<file path="config.mk">
export PLATFORM = sky130hd
export DESIGN_NAME = alu_share_arbiter_flat
export DESIGN_NICKNAME = d
export VERILOG_FILES = /design/src/rtl/alu_share_arbiter_if.sv /design/src/rtl/alu_share_arbiter.sv /design/src/flat_wrapper.sv
export SDC_FILE = /design/constraint.sdc
export NUM_CORES = 1
export LEC_CHECK = 0
export CAP_MARGIN = 20
export CORE_AREA = 2 2 98 170
export CTS_BUF_LIST = sky130_fd_sc_hd__clkbuf_4 sky130_fd_sc_hd__clkbuf_8
export DETAILED_ROUTE_END_ITERATION = 7
export DIE_AREA = 0 0 100 172
export HOLD_SLACK_MARGIN = 0.06
export PLACE_DENSITY = 0.88
export SYNTH_ARGS = -nofsm -noshare
export SYNTH_HDL_FRONTEND = slang
export SYNTH_SLANG_ARGS = --single-unit
</file>
<file path="constraint.sdc">
create_clock -name clk -period 5.2 [get_ports clk]
set_input_delay 0.52 -clock clk [delete_from_list [all_inputs] [get_ports clk]]
set_output_delay 0.52 -clock clk [all_outputs]
set_load 0.005 [all_outputs]
</file>
<file path="src/rtl/alu_share_arbiter_if.sv">
// rtl/alu_share_arbiter_if.sv - requester, response and ALU bus bundle for the shared-ALU arbiter
interface alu_share_arbiter_if #(
   parameter int WIDTH = 32
);
   logic             cpu_req_valid;
   logic             cpu_req_ready;
   logic [3:0]       cpu_ctrl;
   logic [WIDTH-1:0] cpu_a;
   logic [WIDTH-1:0] cpu_b;
   logic             cpu_resp_valid;
   logic [WIDTH-1:0] cpu_result;
   logic             cpu_zero;

   logic             cop_req_valid;
   logic             cop_req_ready;
   logic [3:0]       cop_ctrl;
   logic [WIDTH-1:0] cop_a;
   logic [WIDTH-1:0] cop_b;
   logic             cop_resp_valid;
   logic [WIDTH-1:0] cop_result;
   logic             cop_zero;

   logic [3:0]       alu_ctrl;
   logic [WIDTH-1:0] alu_a;
   logic [WIDTH-1:0] alu_b;
   logic [WIDTH-1:0] alu_result;
   logic             alu_zero;

   logic             resp_err;
   logic             busy;

   // Arbiter side
   modport slave (
      input  cpu_req_valid, cpu_ctrl, cpu_a, cpu_b,
      output cpu_req_ready, cpu_resp_valid, cpu_result, cpu_zero,
      input  cop_req_valid, cop_ctrl, cop_a, cop_b,
      output cop_req_ready, cop_resp_valid, cop_result, cop_zero,
      output alu_ctrl, alu_a, alu_b,
      input  alu_result, alu_zero,
      output resp_err, busy
   );

   // Requester / ALU side
   modport master (
      output cpu_req_valid, cpu_ctrl, cpu_a, cpu_b,
      input  cpu_req_ready, cpu_resp_valid, cpu_result, cpu_zero,
      output cop_req_valid, cop_ctrl, cop_a, cop_b,
      input  cop_req_ready, cop_resp_valid, cop_result, cop_zero,
      input  alu_ctrl, alu_a, alu_b,
      output alu_result, alu_zero,
      input  resp_err, busy
   );
endinterface

</file>
<file path="src/rtl/alu_share_arbiter.sv">
// rtl/alu_share_arbiter.sv - shares one combinational ALU between the CPU and the ML coprocessor
module alu_share_arbiter #(
   parameter int WIDTH    = 32,
   parameter bit RR_MODE  = 1'b0,
   parameter int MAX_WAIT = 4
) (
   input  logic clk,
   input  logic rst,
   alu_share_arbiter_if.slave bus
);
   typedef enum logic {IDLE, EXEC} state_t;

   localparam logic       OWN_CPU  = 1'b0;
   localparam logic       OWN_COP  = 1'b1;
   localparam logic [3:0] CTRL_ADD = 4'b0010;
   localparam logic [3:0] WAIT_MAX = 4'(MAX_WAIT);

   state_t           state, state_nx;
   logic [3:0]       wait_cnt;
   logic             last_grant;
   logic             owner_q;
   logic             illegal_q;
   logic [3:0]       ctrl_q;
   logic [WIDTH-1:0] a_q, b_q;

   logic             tie_cop, grant_cop;
   logic             cpu_ready_c, cop_ready_c;
   logic             cpu_hs, cop_hs;

   logic             cpu_resp_q, cop_resp_q, err_q;
   logic [WIDTH-1:0] cpu_result_q, cop_result_q;
   logic             cpu_zero_q, cop_zero_q;

   function automatic logic is_legal(input logic [3:0] c);
      case (c)
         4'b0000, 4'b0001, 4'b0010, 4'b0110, 4'b0111,
         4'b1000, 4'b1001, 4'b1010, 4'b1011, 4'b1100: is_legal = 1'b1;
         default:                                     is_legal = 1'b0;
      endcase
   endfunction

   // Tie-break and grant: fixed CPU priority with a starvation guard, or alternate on ties
   always_comb begin
      if (RR_MODE) tie_cop = (last_grant == OWN_CPU);
      else         tie_cop = (wait_cnt == WAIT_MAX);
      grant_cop = bus.cop_req_valid && (!bus.cpu_req_valid || tie_cop);
   end

   assign cpu_ready_c = (state == IDLE) && !rst && bus.cpu_req_valid && !grant_cop;
   assign cop_ready_c = (state == IDLE) && !rst && grant_cop;
   assign cpu_hs      = bus.cpu_req_valid && cpu_ready_c;
   assign cop_hs      = bus.cop_req_valid && cop_ready_c;

   // State register
   always_ff @(posedge clk or posedge rst) begin
      if (rst) state <= IDLE;
      else     state <= state_nx;
   end

   // Next state and ALU drive; illegal codes run as ADD 0+0
   always_comb begin
      state_nx     = state;
      bus.alu_ctrl = CTRL_ADD;
      bus.alu_a    = '0;
      bus.alu_b    = '0;
      bus.busy     = 1'b0;
      case (state)
         IDLE: begin
            if (cpu_hs || cop_hs) state_nx = EXEC;
         end
         EXEC: begin
            bus.busy = 1'b1;
            if (!illegal_q) begin
               bus.alu_ctrl = ctrl_q;
               bus.alu_a    = a_q;
               bus.alu_b    = b_q;
            end
            state_nx = IDLE;
         end
         default: state_nx = IDLE;
      endcase
   end

   // Latch the winning request and its owner on the handshake edge
   always_ff @(posedge clk or posedge rst) begin
      if (rst) begin
         ctrl_q     <= '0;
         a_q        <= '0;
         b_q        <= '0;
         owner_q    <= OWN_CPU;
         illegal_q  <= 1'b0;
         last_grant <= OWN_COP;
      end else if (cpu_hs || cop_hs) begin
         ctrl_q     <= cop_hs ? bus.cop_ctrl : bus.cpu_ctrl;
         a_q        <= cop_hs ? bus.cop_a    : bus.cpu_a;
         b_q        <= cop_hs ? bus.cop_b    : bus.cpu_b;
         illegal_q  <= !is_legal(cop_hs ? bus.cop_ctrl : bus.cpu_ctrl);
         owner_q    <= cop_hs;
         last_grant <= cop_hs;
      end
   end

   // Coprocessor starvation counter, saturating at MAX_WAIT
   always_ff @(posedge clk or posedge rst) begin
      if (rst)                                wait_cnt <= '0;
      else if (RR_MODE)                       wait_cnt <= '0;
      else if (cop_hs || !bus.cop_req_valid)  wait_cnt <= '0;
      else if (wait_cnt != WAIT_MAX)          wait_cnt <= wait_cnt + 4'd1;
   end

   // Capture the ALU output into the owner's result registers and raise a one-cycle strobe
   always_ff @(posedge clk or posedge rst) begin
      if (rst) begin
         cpu_resp_q   <= 1'b0;
         cop_resp_q   <= 1'b0;
         err_q        <= 1'b0;
         cpu_result_q <= '0;
         cpu_zero_q   <= 1'b0;
         cop_result_q <= '0;
         cop_zero_q   <= 1'b0;
      end else begin
         cpu_resp_q <= (state == EXEC) && (owner_q == OWN_CPU);
         cop_resp_q <= (state == EXEC) && (owner_q == OWN_COP);
         err_q      <= (state == EXEC) && illegal_q;
         if (state == EXEC && owner_q == OWN_CPU) begin
            cpu_result_q <= illegal_q ? '0   : bus.alu_result;
            cpu_zero_q   <= illegal_q ? 1'b1 : bus.alu_zero;
         end
         if (state == EXEC && owner_q == OWN_COP) begin
            cop_result_q <= illegal_q ? '0   : bus.alu_result;
            cop_zero_q   <= illegal_q ? 1'b1 : bus.alu_zero;
         end
      end
   end

   assign bus.cpu_req_ready  = cpu_ready_c;
   assign bus.cop_req_ready  = cop_ready_c;
   assign bus.cpu_resp_valid = cpu_resp_q;
   assign bus.cop_resp_valid = cop_resp_q;
   assign bus.cpu_result     = cpu_result_q;
   assign bus.cop_result     = cop_result_q;
   assign bus.cpu_zero       = cpu_zero_q;
   assign bus.cop_zero       = cop_zero_q;
   assign bus.resp_err       = err_q;
endmodule

</file>
<file path="src/flat_wrapper.sv">
// flat-port wrapper written by rule: the top's interface ports become plain ports
module alu_share_arbiter_flat 
#(
   parameter int WIDTH    = 32,
   parameter bit RR_MODE  = 1'b0,
   parameter int MAX_WAIT = 4
)
  (clk, rst, bus_cpu_req_valid, bus_cpu_ctrl, bus_cpu_a, bus_cpu_b, bus_cpu_req_ready, bus_cpu_resp_valid, bus_cpu_result, bus_cpu_zero, bus_cop_req_valid, bus_cop_ctrl, bus_cop_a, bus_cop_b, bus_cop_req_ready, bus_cop_resp_valid, bus_cop_result, bus_cop_zero, bus_alu_ctrl, bus_alu_a, bus_alu_b, bus_alu_result, bus_alu_zero, bus_resp_err, bus_busy);
  alu_share_arbiter_if #(.WIDTH(WIDTH)) bus_i ();
  input  logic clk;
  input  logic rst;
  input wire logic [$bits(bus_i.cpu_req_valid)-1:0] bus_cpu_req_valid;
  input wire logic [$bits(bus_i.cpu_ctrl)-1:0] bus_cpu_ctrl;
  input wire logic [$bits(bus_i.cpu_a)-1:0] bus_cpu_a;
  input wire logic [$bits(bus_i.cpu_b)-1:0] bus_cpu_b;
  output wire logic [$bits(bus_i.cpu_req_ready)-1:0] bus_cpu_req_ready;
  output wire logic [$bits(bus_i.cpu_resp_valid)-1:0] bus_cpu_resp_valid;
  output wire logic [$bits(bus_i.cpu_result)-1:0] bus_cpu_result;
  output wire logic [$bits(bus_i.cpu_zero)-1:0] bus_cpu_zero;
  input wire logic [$bits(bus_i.cop_req_valid)-1:0] bus_cop_req_valid;
  input wire logic [$bits(bus_i.cop_ctrl)-1:0] bus_cop_ctrl;
  input wire logic [$bits(bus_i.cop_a)-1:0] bus_cop_a;
  input wire logic [$bits(bus_i.cop_b)-1:0] bus_cop_b;
  output wire logic [$bits(bus_i.cop_req_ready)-1:0] bus_cop_req_ready;
  output wire logic [$bits(bus_i.cop_resp_valid)-1:0] bus_cop_resp_valid;
  output wire logic [$bits(bus_i.cop_result)-1:0] bus_cop_result;
  output wire logic [$bits(bus_i.cop_zero)-1:0] bus_cop_zero;
  output wire logic [$bits(bus_i.alu_ctrl)-1:0] bus_alu_ctrl;
  output wire logic [$bits(bus_i.alu_a)-1:0] bus_alu_a;
  output wire logic [$bits(bus_i.alu_b)-1:0] bus_alu_b;
  input wire logic [$bits(bus_i.alu_result)-1:0] bus_alu_result;
  input wire logic [$bits(bus_i.alu_zero)-1:0] bus_alu_zero;
  output wire logic [$bits(bus_i.resp_err)-1:0] bus_resp_err;
  output wire logic [$bits(bus_i.busy)-1:0] bus_busy;
  assign bus_i.cpu_req_valid = bus_cpu_req_valid;
  assign bus_i.cpu_ctrl = bus_cpu_ctrl;
  assign bus_i.cpu_a = bus_cpu_a;
  assign bus_i.cpu_b = bus_cpu_b;
  assign bus_cpu_req_ready = bus_i.cpu_req_ready;
  assign bus_cpu_resp_valid = bus_i.cpu_resp_valid;
  assign bus_cpu_result = bus_i.cpu_result;
  assign bus_cpu_zero = bus_i.cpu_zero;
  assign bus_i.cop_req_valid = bus_cop_req_valid;
  assign bus_i.cop_ctrl = bus_cop_ctrl;
  assign bus_i.cop_a = bus_cop_a;
  assign bus_i.cop_b = bus_cop_b;
  assign bus_cop_req_ready = bus_i.cop_req_ready;
  assign bus_cop_resp_valid = bus_i.cop_resp_valid;
  assign bus_cop_result = bus_i.cop_result;
  assign bus_cop_zero = bus_i.cop_zero;
  assign bus_alu_ctrl = bus_i.alu_ctrl;
  assign bus_alu_a = bus_i.alu_a;
  assign bus_alu_b = bus_i.alu_b;
  assign bus_i.alu_result = bus_alu_result;
  assign bus_i.alu_zero = bus_alu_zero;
  assign bus_resp_err = bus_i.resp_err;
  assign bus_busy = bus_i.busy;
  alu_share_arbiter #(.WIDTH(WIDTH), .RR_MODE(RR_MODE), .MAX_WAIT(MAX_WAIT)) u_core (.clk(clk), .rst(rst), .bus(bus_i));
endmodule
</file>
Word-level counts from Yosys, hierarchy flattened
Memory sizes are Yosys's and may differ from the RTL's. Cells that the tools add are included.

Add/sub/neg operators: 1. Eq/ne operators: 2. Multiplexer cells: 17. Bitwise gates (word level): 2. Reduce and logical (&&, ||, !) cells: 19.

Operators by type and width (number): 32-bit 2-to-1 mux (7); 4-bit 2-to-1 mux (5); 1-bit logical AND (10); 1-bit logical NOT (5); 4-bit by 1-bit adder with 4-bit output (second input constant) (1); 4-bit by 3-bit equality test with 1-bit output (second input constant) (1); 1-bit 2-to-1 mux (4); 4-bit by 3-bit != test with 1-bit output (second input constant) (1); 1-bit logical OR (3); 1-bit NOT (2); 1-bit one-hot mux with 2 select lines (1); 2-bit nonzero test (1).

Register bits after elaboration: 144. ROM bits: 16. Logic and storage cells: 56. Memories: 1.

Memories: (no name shown) (words 16, bits a word 1, rd ports 1, clocked after Yosys merged registers in 0, write ports 0, line alu_share_arbiter.sv:35) `case (c)`.

Depth between registers and ports, before layout
Gate-level depths: netlist of the first run.

Depth in word-level cells: 9. Gate-level depth with buffers: 9.

Worst setup path before layout of the first run
Ideal clock, no wire load.

Path kind: register to output. Start point: register u_core.wait_cnt[0]. End point: output bus_cpu_req_ready. Data arrival time: 1.454 ns. Required time: 4.680 ns. Path slack: 3.226 ns. Cell stages (with the launch flop): 7. Buffers on the path: 1. Path through: dfrtp_1 inv_1 ha_1 and3b_1 a211o_1 clkbuf_1 inv_1.

Longest elaborated chain between the ends: 5.

Ends and longest elaborated chain: from (decl) (line alu_share_arbiter.sv:19) `logic [3:0] wait_cnt;`; from (signal assigned) (line alu_share_arbiter.sv:108) `else if (wait_cnt != WAIT_MAX) wait_cnt <= wait_cnt + 4'd1;`; 4-bit by 3-bit equality test with 1-bit output (line alu_share_arbiter.sv:45) `else tie_cop = (wait_cnt == WAIT_MAX);`; 1-bit logical OR (line alu_share_arbiter.sv:46) `grant_cop = bus.cop_req_valid && (!bus.cpu_req_valid || tie_cop);`; 1-bit logical AND (line alu_share_arbiter.sv:46); 1-bit logical NOT (line alu_share_arbiter.sv:49) `assign cpu_ready_c = (state == IDLE) && !rst && bus.cpu_req_valid && !grant_cop;`; 1-bit logical AND (line alu_share_arbiter.sv:49); to (decl) (line flat_wrapper.sv:16) `output wire logic [$bits(bus_i.cpu_req_ready)-1:0] bus_cpu_req_ready;`.

No other way between the ends.

Worst setup path in the final report of the first run
Start point: register u_core.illegal_q. End point: output bus_alu_b[24].

Longest elaborated chain between the ends: 2.

Ends and longest elaborated chain: from (decl) (line alu_share_arbiter.sv:22) `logic illegal_q;`; from (signal assigned) (line alu_share_arbiter.sv:97) `illegal_q <= !is_legal(cop_hs ? bus.cop_ctrl : bus.cpu_ctrl);`; 32-bit 2-to-1 mux (line alu_share_arbiter.sv:73) `if (!illegal_q) begin`; 32-bit 2-to-1 mux (line alu_share_arbiter.sv:67) `case (state)`; to (decl) (line flat_wrapper.sv:30) `output wire logic [$bits(bus_i.alu_b)-1:0] bus_alu_b;`.

No other way between the ends.

==> results of run 1 <==
cell families after synthesis:
group | count (synthesis)
AO/OA/AOI/OAI | 194
XOR/XNOR | 1
flip-flops | 144
AND/OR/NAND/NOR | 326
buffers and inverters | 63
adder cells (fa/ha/maj) | 2
multiplexers | 1
flip-flops by register name (all words and copies together) (netlist names):
register / flops
u_core.a_q: 32
u_core.b_q: 32
u_core.bus.cop_result: 32
u_core.bus.cpu_result: 32
u_core.ctrl_q: 4
u_core.wait_cnt: 4
u_core.bus.cop_resp_valid: 1
u_core.bus.cop_zero: 1
u_core.bus.cpu_resp_valid: 1
u_core.bus.cpu_zero: 1
u_core.bus.resp_err: 1
u_core.illegal_q: 1
u_core.owner_q: 1
u_core.state: 1
critical path, stage by stage (launching register included):
cell             delay [ps]
dfrtp_1                 550
buf_8                   250
nor2b_4                 490
buf_4                   410
and2_1                  190
clkdlybuf4s50_1         510
cells in the mapped netlist:
cell and count:
nor3b_1 2, a31oi_1 1, nand2b_1 36, buf_4 3, inv_1 9, buf_6 9
buf_2 7, and2_1 68, a221o_1 1, nand2_1 118, or2_4 1, o21ai_0 72
nor4bb_1 1, a21oi_1 93, mux2i_1 1, ha_1 2, inv_2 1, a32oi_1 3
dfrtp_1 144, nor2_1 92, nor3_1 1, clkinv_2 1, a21oi_2 2, nand3b_1 1
nor2b_1 1, clkbuf_1 32, clkbuf_2 1, xnor2_1 1, and3b_1 1, o21ai_2 1
nand3_1 3, a211o_1 1, o22ai_1 20, or2_1 1
final timing paths:
kind	to
min in group asynchronous	u_core.bus.cpu_result[8]
hold / removal	u_core.bus.cpu_result[30]
setup reg to reg	u_core.wait_cnt[3]
hold reg to reg	u_core.bus.cpu_result[30]
setup / recovery	bus_alu_b[24]
max in group asynchronous	u_core.a_q[30]
routing by layer:
layer,part of all wire,track usage,up-vias
li1,-,-,2972
met1,0.37,0.263,2879
met3,0.059,0.0481,54
met5,0,0,-
met4,0.047,0.132,0
met2,0.52,0.424,267
final cells by class:
class | count | share of cell area
inverters | 11 | 0.00468
diodes | 1 | 0.000246
clock buffers | 17 | 0.0230
flip-flops and latches | 144 | 0.355
multi-input cells | 524 | 0.257
well taps | 189 | 0.0233
clock inverters | 15 | 0.0164
repair buffers | 322 | 0.320
report_power, final:
| group | internal (mW) | switching (mW) |
|---|---|---|
| Combinational | 0.681 | 0.438 |
| Clock | 0.405 | 0.501 |
| Sequential | 1.39 | 0.161 |
==> metrics.txt, run 1 <==
worst r2r src=u_core.wait_cnt[0]; post-route cell area=~10000 sq um; Post-Synth Adder-Cell Area=0.00384; clock buffer depth=2; TritonCTS clock tree=done; die width=approximately 100 um; gpl congestion=between 0.8 and 0.9; setup violators final=0; post-synth top area share=0.552; Final WS setup=between 1500 and 2000 ps; synthesized cell area=approximately 6500 sq um; CTS H-tree depth=4; CP Class=flop to primary output; Via density=around 5.0; vias in the first global route=about 6300; Pre-Repair DR Iteration Count=5; layout cells sized above 1=0.0513; hold depth=2; maximum number of pins on one net before global-route repair=roughly 110; initial core utilization=0.411; hold_sp=u_core.bus.cpu_result[30]; CP startpoint kind=flop; clock latency at the later pin of the worst-skew pair=430 ps; grt ovf=0; Num CTS Buffers=17; CTS Hold Bufs=0; antenna-violating nets left=0; largest fanout on the critical path=38; most frequent cells in the layout=clkdlybuf4s50_1, dfrtp_1, nand2_1, a21oi_1, nor2_1; Synth Register Bits=144; die extent in y=172 um; Post-Synth XOR/XNOR Area=0.00134; flop2flop setup slack=between 2000 and 3000 ps; Placed Instances=1186; WL final=about 21000 um; status=complete, no violations; mux share of post-synthesis cell area=0.00153; Final Power=approximately 3.6 mW; leading cell type in the layout, fill and taps excluded=clkdlybuf4s50_1; first-pass GRT wire length=between 30000 and 40000 um; top post-synthesis cells by area=dfrtp_1, a21oi_1, nand2_1; WL/cell=about 17 um; Post-CTS Setup Bufs=0; P per Cell Area=around 350 nW/um^2; fillers=between 1000 and 1500; main combinational cell family by area after synthesis=simple AND/OR/NAND/NOR gates; Worst-Margin Slew=just under 1000 ps; syn nets=906; clock net sink count=approximately 140; total core area=~16000 sq um; clock-pin transition on the worst setup and hold timing paths=~90 ps; Top Ports=roughly 310; # nets final=roughly 1200; Hold Path Class=flop to flop; Synth Area in Compound Gates=0.158; CTS resizes=0; worst hold slack=between 400 and 500 ps; largest area contributor in the netlist=dfrtp_1; Starting DRT DRC Count=between 200 and 250; Setup crit end kind=primary output; antenna violations before repair=1; Final min period=about 3400 ps; drt drc=0; Max Cap Viol=0; DP Area=9670 sq um; row cnt=between 60 and 70; multi-input logic area=between 2000 and 3000 sq um; clk root buf=clkbuf_8; final core utilization=0.640; gr usage total=0.238; Setup TNS=0 ps; final hold violations=0; Post-Synth Simple-Gate Area=0.233; pins over their slew limit=0; Distinct cells, synth=34; mean post-synth cell area=just under 9 sq um; final cell count without fillers=~1200; DP HPWL=~15000 um; area grow syn2layout=55.7%; arrival time at the worst endpoint=about 2900 ps; final period utilization=0.648; crit path from=u_core.illegal_q; Worst Reg-to-Reg Cells=7; Worst slew margin=0.355; register area=about 3600 sq um; die area=17200 sq um; Leak=between 4 and 5 nW; Worst Skew=around 19 ps; Yosys warnings=0; DP Worst Slack=slightly above 2000 ps; post-synthesis sequential area ratio=0.552; Mapped Cells=between 700 and 800; worst path required time=about 4700 ps; vias=6172; VDD IR max=between 0.15 and 0.2 mV; Buffers on Ports=roughly 310; Fmax achieved=between 200 and 300 MHz; RSZ-0062 raised after global routing=false
No activity file was read; power rests on OpenSTA's default activity.
==> inputs of run 2 (changes only) <==
--- a/config.mk
+++ b/config.mk
@@ -6,12 +6,12 @@
 export NUM_CORES = 1
 export LEC_CHECK = 0
 export CAP_MARGIN = 20
-export CORE_AREA = 2 2 98 170
+export CORE_AREA = 2 2 103 179
 export CTS_BUF_LIST = sky130_fd_sc_hd__clkbuf_4 sky130_fd_sc_hd__clkbuf_8
 export DETAILED_ROUTE_END_ITERATION = 7
-export DIE_AREA = 0 0 100 172
+export DIE_AREA = 0 0 105 181
 export HOLD_SLACK_MARGIN = 0.06
-export PLACE_DENSITY = 0.88
+export PLACE_DENSITY = 0.84
 export SYNTH_ARGS = -nofsm -noshare
 export SYNTH_HDL_FRONTEND = slang
 export SYNTH_SLANG_ARGS = --single-unit
==> constraint.sdc (replaced) <==
create_clock -name clk -period 2.9 [get_ports clk]
set_input_delay 0.29 -clock clk [delete_from_list [all_inputs] [get_ports clk]]
set_output_delay 0.29 -clock clk [all_outputs]
set_load 0.005 [all_outputs]
==> metrics.txt, run 2 (same netlist as run 1, synthesis figures left out) <==
gr usage total=0.227; leading cell type in the layout, fill and taps excluded=clkdlybuf4s50_1; TritonCTS clock tree=done; slowest CP cell=clkdlybuf4s50_1; clock latency at the later pin of the worst-skew pair=450 ps; worst hold slack=approximately 380 ps; Worst slew margin=0.486; uppermost layer routed=met4; clk root buf=clkbuf_8; CP startpoint kind=flop; Num CTS Buffers=17; clock-pin transition on the worst setup and hold timing paths=90 ps; area grow syn2layout=57.5%; Final min period=2690 ps; arrival time at the worst endpoint=between 2000 and 2500 ps; gpl congestion=about 0.85; Post-CTS Setup Bufs=0; pins over their slew limit=0; worst-path cell chain=nor2b_4 -> buf_12 -> and2_1 -> clkdlybuf4s50_1; most frequent cells in the layout=clkdlybuf4s50_1, dfrtp_1, nand2_1, a21oi_1, nor2_1; Starting DRT DRC Count=roughly 240; grt ovf=0; Max Cap Viol=0; Hold Path Class=input port to flop; CP Class=flop to primary output; largest fanout on the critical path=28; CTS H-tree depth=4; drt drc=0; layout cells sized above 1=0.0559; maximum number of pins on one net before global-route repair=just under 70; die width=approximately 110 um; Via density=between 4 and 5; final period utilization=0.927; RSZ-0062 raised after global routing=false; first-pass GRT wire length=roughly 34000 um; die area=19000 sq um; die extent in y=181 um; Slowest Stage Delay on Critical Path=570 ps; total core area=about 17000 sq um; clock buffer depth=2; setup violators final=0; ANT cells=0; Worst Skew=16.5 ps; Setup crit end kind=primary output; worst path required time=2610 ps; final hold violations=0; # nets final=1200; antenna violations before repair=0; fillers=1519; met3 WL=1120 um; antenna-violating nets left=0; WL met1=7850 um; vias in the first global route=around 6300; Worst-Margin Slew=slightly below 800 ps; clock net sink count=about 140; row cnt=between 60 and 70; CTS resizes=0; DP HPWL=~15000 um; DR WL met2=about 11000 um; WL final=between 20000 and 25000 um; Pre-Repair DR Iteration Count=4; P per Cell Area=631 nW/um^2; Buffers on Ports=between 300 and 400; Setup TNS=0 ps; vias=approximately 6200; CTS Hold Bufs=0; VDD IR max=~0.31 mV; WL/cell=16.6 um; Leak=about 4.4 nW; flop2flop setup slack=620 ps; Top Ports=about 310; status=complete, no violations; initial core utilization=0.374; Fmax achieved=about 370 MHz
## run 2: where the power goes
group	internal (mW)	switching (mW)
logic	1.23	0.819
registers	2.50	0.259
clock network	0.828	0.839
total	4.56	1.92
## run 2: worst max-delay path, delay by kind of cell (launching register included)
family,cells,cell delay (ps)
and+or+nand+nor,2,650
buffers and inverters,2,790
DFF,1,510
## run 2: layer usage
layer  up-vias  global-route usage
li1       2988                   -
met1      2916               0.247
met2       225               0.409
met3        47              0.0556
met4         0               0.110
met5         -                   0
## run 2: layout make-up
| cell class | count | area [sq um] | share of cell area |
|---|---|---|---|
| sequential | 144 | 3600 | 0.351 |
| timing repair buffer | 327 | 3310 | 0.322 |
| multi-input combinational | 524 | 2610 | 0.254 |
| tap | 231 | 289 | 0.0281 |
| clock buffer | 19 | 262 | 0.0255 |
| clock inverter | 13 | 153 | 0.0149 |
| inverter | 11 | 46.3 | 0.00451 |
## run 2: path summary, 6_finish.rpt
kind / startpoint / endpoint / cells past startpoint
max: u_core.state / bus_alu_a[4] / 4
min: bus_cpu_b[13] / u_core.b_q[13] / 3
max reg2reg: u_core.wait_cnt[0] / u_core.wait_cnt[3] / 7
min reg2reg: u_core.a_q[7] / u_core.a_q[7] / 2
max in group asynchronous: rst / u_core.a_q[15] / 3
min in group asynchronous: rst / u_core.bus.cop_result[10] / 3
## run 2: per-stage QoR
step,total power [mW],worst slack [ps],cells,utilization,area (sq um)
5_1_grt,6.88,48.1,1269,0.588,10300
2_1_floorplan,3.51,805,731,-,6530
6_report,6.48,213,1269,0.588,10300
4_1_cts,6.54,122,1267,0.586,10200
3_5_place_dp,4.86,552,1235,0.562,9810
3_3_place_gp,4.78,540,1235,0.562,9810
==> inputs of run 3 (changes only) <==
--- a/config.mk
+++ b/config.mk
@@ -5,13 +5,15 @@
 export SDC_FILE = /design/constraint.sdc
 export NUM_CORES = 1
 export LEC_CHECK = 0
+export ABC_AREA = 1
 export CAP_MARGIN = 20
-export CORE_AREA = 2 2 103 179
+export CORE_AREA = 2 2 103 180
 export CTS_BUF_LIST = sky130_fd_sc_hd__clkbuf_4 sky130_fd_sc_hd__clkbuf_8
 export DETAILED_ROUTE_END_ITERATION = 7
-export DIE_AREA = 0 0 105 181
+export DIE_AREA = 0 0 105 182
 export HOLD_SLACK_MARGIN = 0.06
 export PLACE_DENSITY = 0.84
+export SLEW_MARGIN = 20
 export SYNTH_ARGS = -nofsm -noshare
 export SYNTH_HDL_FRONTEND = slang
 export SYNTH_SLANG_ARGS = --single-unit
==> metrics.txt, run 3 <==
status=complete, no violations; clock-pin transition on the worst setup and hold timing paths=approximately 70 ps; die extent in y=roughly 180 um; Leak=between 4 and 5 nW; Setup TNS=0 ps; mean post-synth cell area=8.56 sq um; worst path required time=~2600 ps; Synth Flop Type=dfrtp_1; # nets final=1249; die width=105 um; Setup crit end kind=primary output; row cnt=65; final hold violations=0; DP HPWL=15300 um; vias in the first global route=~6600; Slowest Stage Delay on Critical Path=~480 ps; maximum number of pins on one net before global-route repair=around 150; Synth Register Bits=around 140; clk root buf=clkbuf_8; vias=between 6000 and 7000; VDD IR max=0.298 mV; Distinct cells, synth=34; Placed Instances=between 1000 and 1500; grt ovf=0; Worst Skew=roughly 12 ps; gpl congestion=around 0.83; Starting DRT DRC Count=between 200 and 300; Worst Path Buf+Inv=3; Max Cap Viol=0; final period utilization=0.890; clock net sink count=around 140; Mapped Cells=between 700 and 800; worst-path cell chain=inv_2 -> nor2_1 -> inv_4 -> nor2_1 -> clkdlybuf4s50_1; synthesized cell area=6640 sq um; clock latency at the later pin of the worst-skew pair=roughly 450 ps; Worst-Margin Slew=796 ps; pins over their slew limit=0; Via density=about 4.8; post-synth top area share=0.543; Post-synth EDFFs=0; CTS Hold Bufs=0; RSZ-0062 raised after global routing=false; fillers=around 1500; largest fanout on the critical path=60; Num CTS Buffers=17; Pre-Repair DR Iteration Count=4; WL final=21200 um; arrival time at the worst endpoint=2290 ps; cell repeated most along the worst path=nor2_1; drt drc=0; Fmax achieved=between 300 and 400 MHz; Top delay family on crit path=buffers and inverters; gr usage total=0.221; Top Ports=313; final cell count without fillers=1321; ys async rst share=1.00; post-synthesis sequential area ratio=0.543; first-pass GRT wire length=33000 um; ANT cells=0; CP startpoint kind=flop; TritonCTS clock tree=done; most frequent cells in the layout=clkdlybuf4s50_1, nor2_1, dfrtp_1, nand2_1, inv_1; die area=approximately 19000 sq um; total core area=17700 sq um; initial core utilization=0.374; antenna violations before repair=0; WL/cell=about 16 um; slowest CP cell=clkdlybuf4s50_1; Post-synth top cells=nor2_1, dfrtp_1, nand2_1; Yosys warnings=0; clock buffer depth=2; leading cell type in the layout, fill and taps excluded=clkdlybuf4s50_1; setup violators final=0; Hold Path Class=input port to flop; syn nets=around 950; CP Class=flop to primary output; layout cells sized above 1=0.0810; CTS H-tree depth=4; Worst slew margin=0.469; antenna-violating nets left=0; most common cell in the netlist=nor2_1; Buffers on Ports=approximately 310; top post-synthesis cells by area=dfrtp_1, nor2_1, nand2_1; largest area contributor in the netlist=dfrtp_1; area grow syn2layout=57.3%; Final min period=around 2600 ps; P per Cell Area=~670 nW/um^2; Final Power=6.98 mW
run 3: cell types whose count changed in the layout (fill, tap and decap cells not counted), moves of 4 or more:
cell,delta
a21oi_1,-71
and2_1,-68
clkbuf_8,+4
clkinv_4,-4
inv_1,+100
mux2_2,+32
nand2_1,+19
nand2b_1,-35
nand4_1,+4
nor2_1,+55
o21ai_0,-32
o21ai_1,+11
o22ai_1,+37
run 3: final cells by class:
cell class	instances	area, sq um	area share
Clock buffer	24	324	0.0310
Timing Repair Buffer	323	3230	0.309
Sequential cell	144	3600	0.345
Tap cell	234	293	0.0280
Clock inverter	8	173	0.0165
Multi-Input combinational cell	474	2380	0.228
Inverter	114	435	0.0417
run 3: routing by layer:
| metal | track usage | routed length, um | vias up |
|---|---|---|---|
| met5 | 0 | 0 | - |
| met4 | 0.0944 | 667 | 0 |
| met3 | 0.0535 | 1200 | 47 |
| met2 | 0.419 | 11700 | 269 |
| met1 | 0.226 | 7650 | 3036 |
| li1 | - | - | 3043 |
run 3: cells by family (layout without fill, tap and decap cells):
logic type / after synthesis / count (layout) / share of synthesized area
simple gates: 301 / 301 / 0.178
buf+inv: 158 / 469 / 0.0986
flops: 144 / 144 / 0.543
compound gates: 136 / 136 / 0.118
mux: 33 / 33 / 0.0560
fa+ha+maj: 2 / 2 / 0.00377
xor+xnor: 2 / 2 / 0.00264
run 3: power by group:
part           internal (mW)  leakage (nW)  switching (mW)  total, mW
combinational           1.33          2.87           0.915       2.24
sequential              2.54          1.76           0.257       2.80
clock                   1.17         0.241           0.767       1.94
total                   5.04          4.86            1.94       6.98
run 3: worst paths after layout:
kind	from	end	slack [ps]	cells after the start
worst max register to register	u_core.wait_cnt[0]	u_core.ctrl_q[1]	610	10
worst max-delay path	u_core.state	bus_alu_a[15]	320	5
max in group asynchronous	rst	u_core.illegal_q	1740	3
worst min register to register	u_core.bus.cop_result[2]	u_core.bus.cop_result[2]	480	2
min in group asynchronous	rst	u_core.bus.resp_err	550	3
worst min-delay path	bus_cop_a[7]	u_core.a_q[7]	410	3
run 3: worst register-to-register path: stages (launching register included):
cell and delay, ps:
dfrtp_1 410, inv_1 80, ha_1 210, nand3_2 120, nand2_2 120, nand3_4 90, buf_4 630, nand2_1 110
nand2_1 140, nor2_1 70, o21bai_1 170
run 3: per-stage QoR:
stage               utilization  worst slack, ps  hold slack [ps]  area, sq um
floorplan                     -             -506              433         6640
global placement          0.561              452              462         9940
detailed placement        0.561              415              464         9940
CTS                       0.589              260              376        10400
global route              0.589              116              386        10400
finish                    0.589              318              408        10400
run 3: what timing repair did:
action,4_1_cts,5_1_grt
setup buffers,0,0
gates resized for setup,1,0
endpoints found under the setup margin,23,0
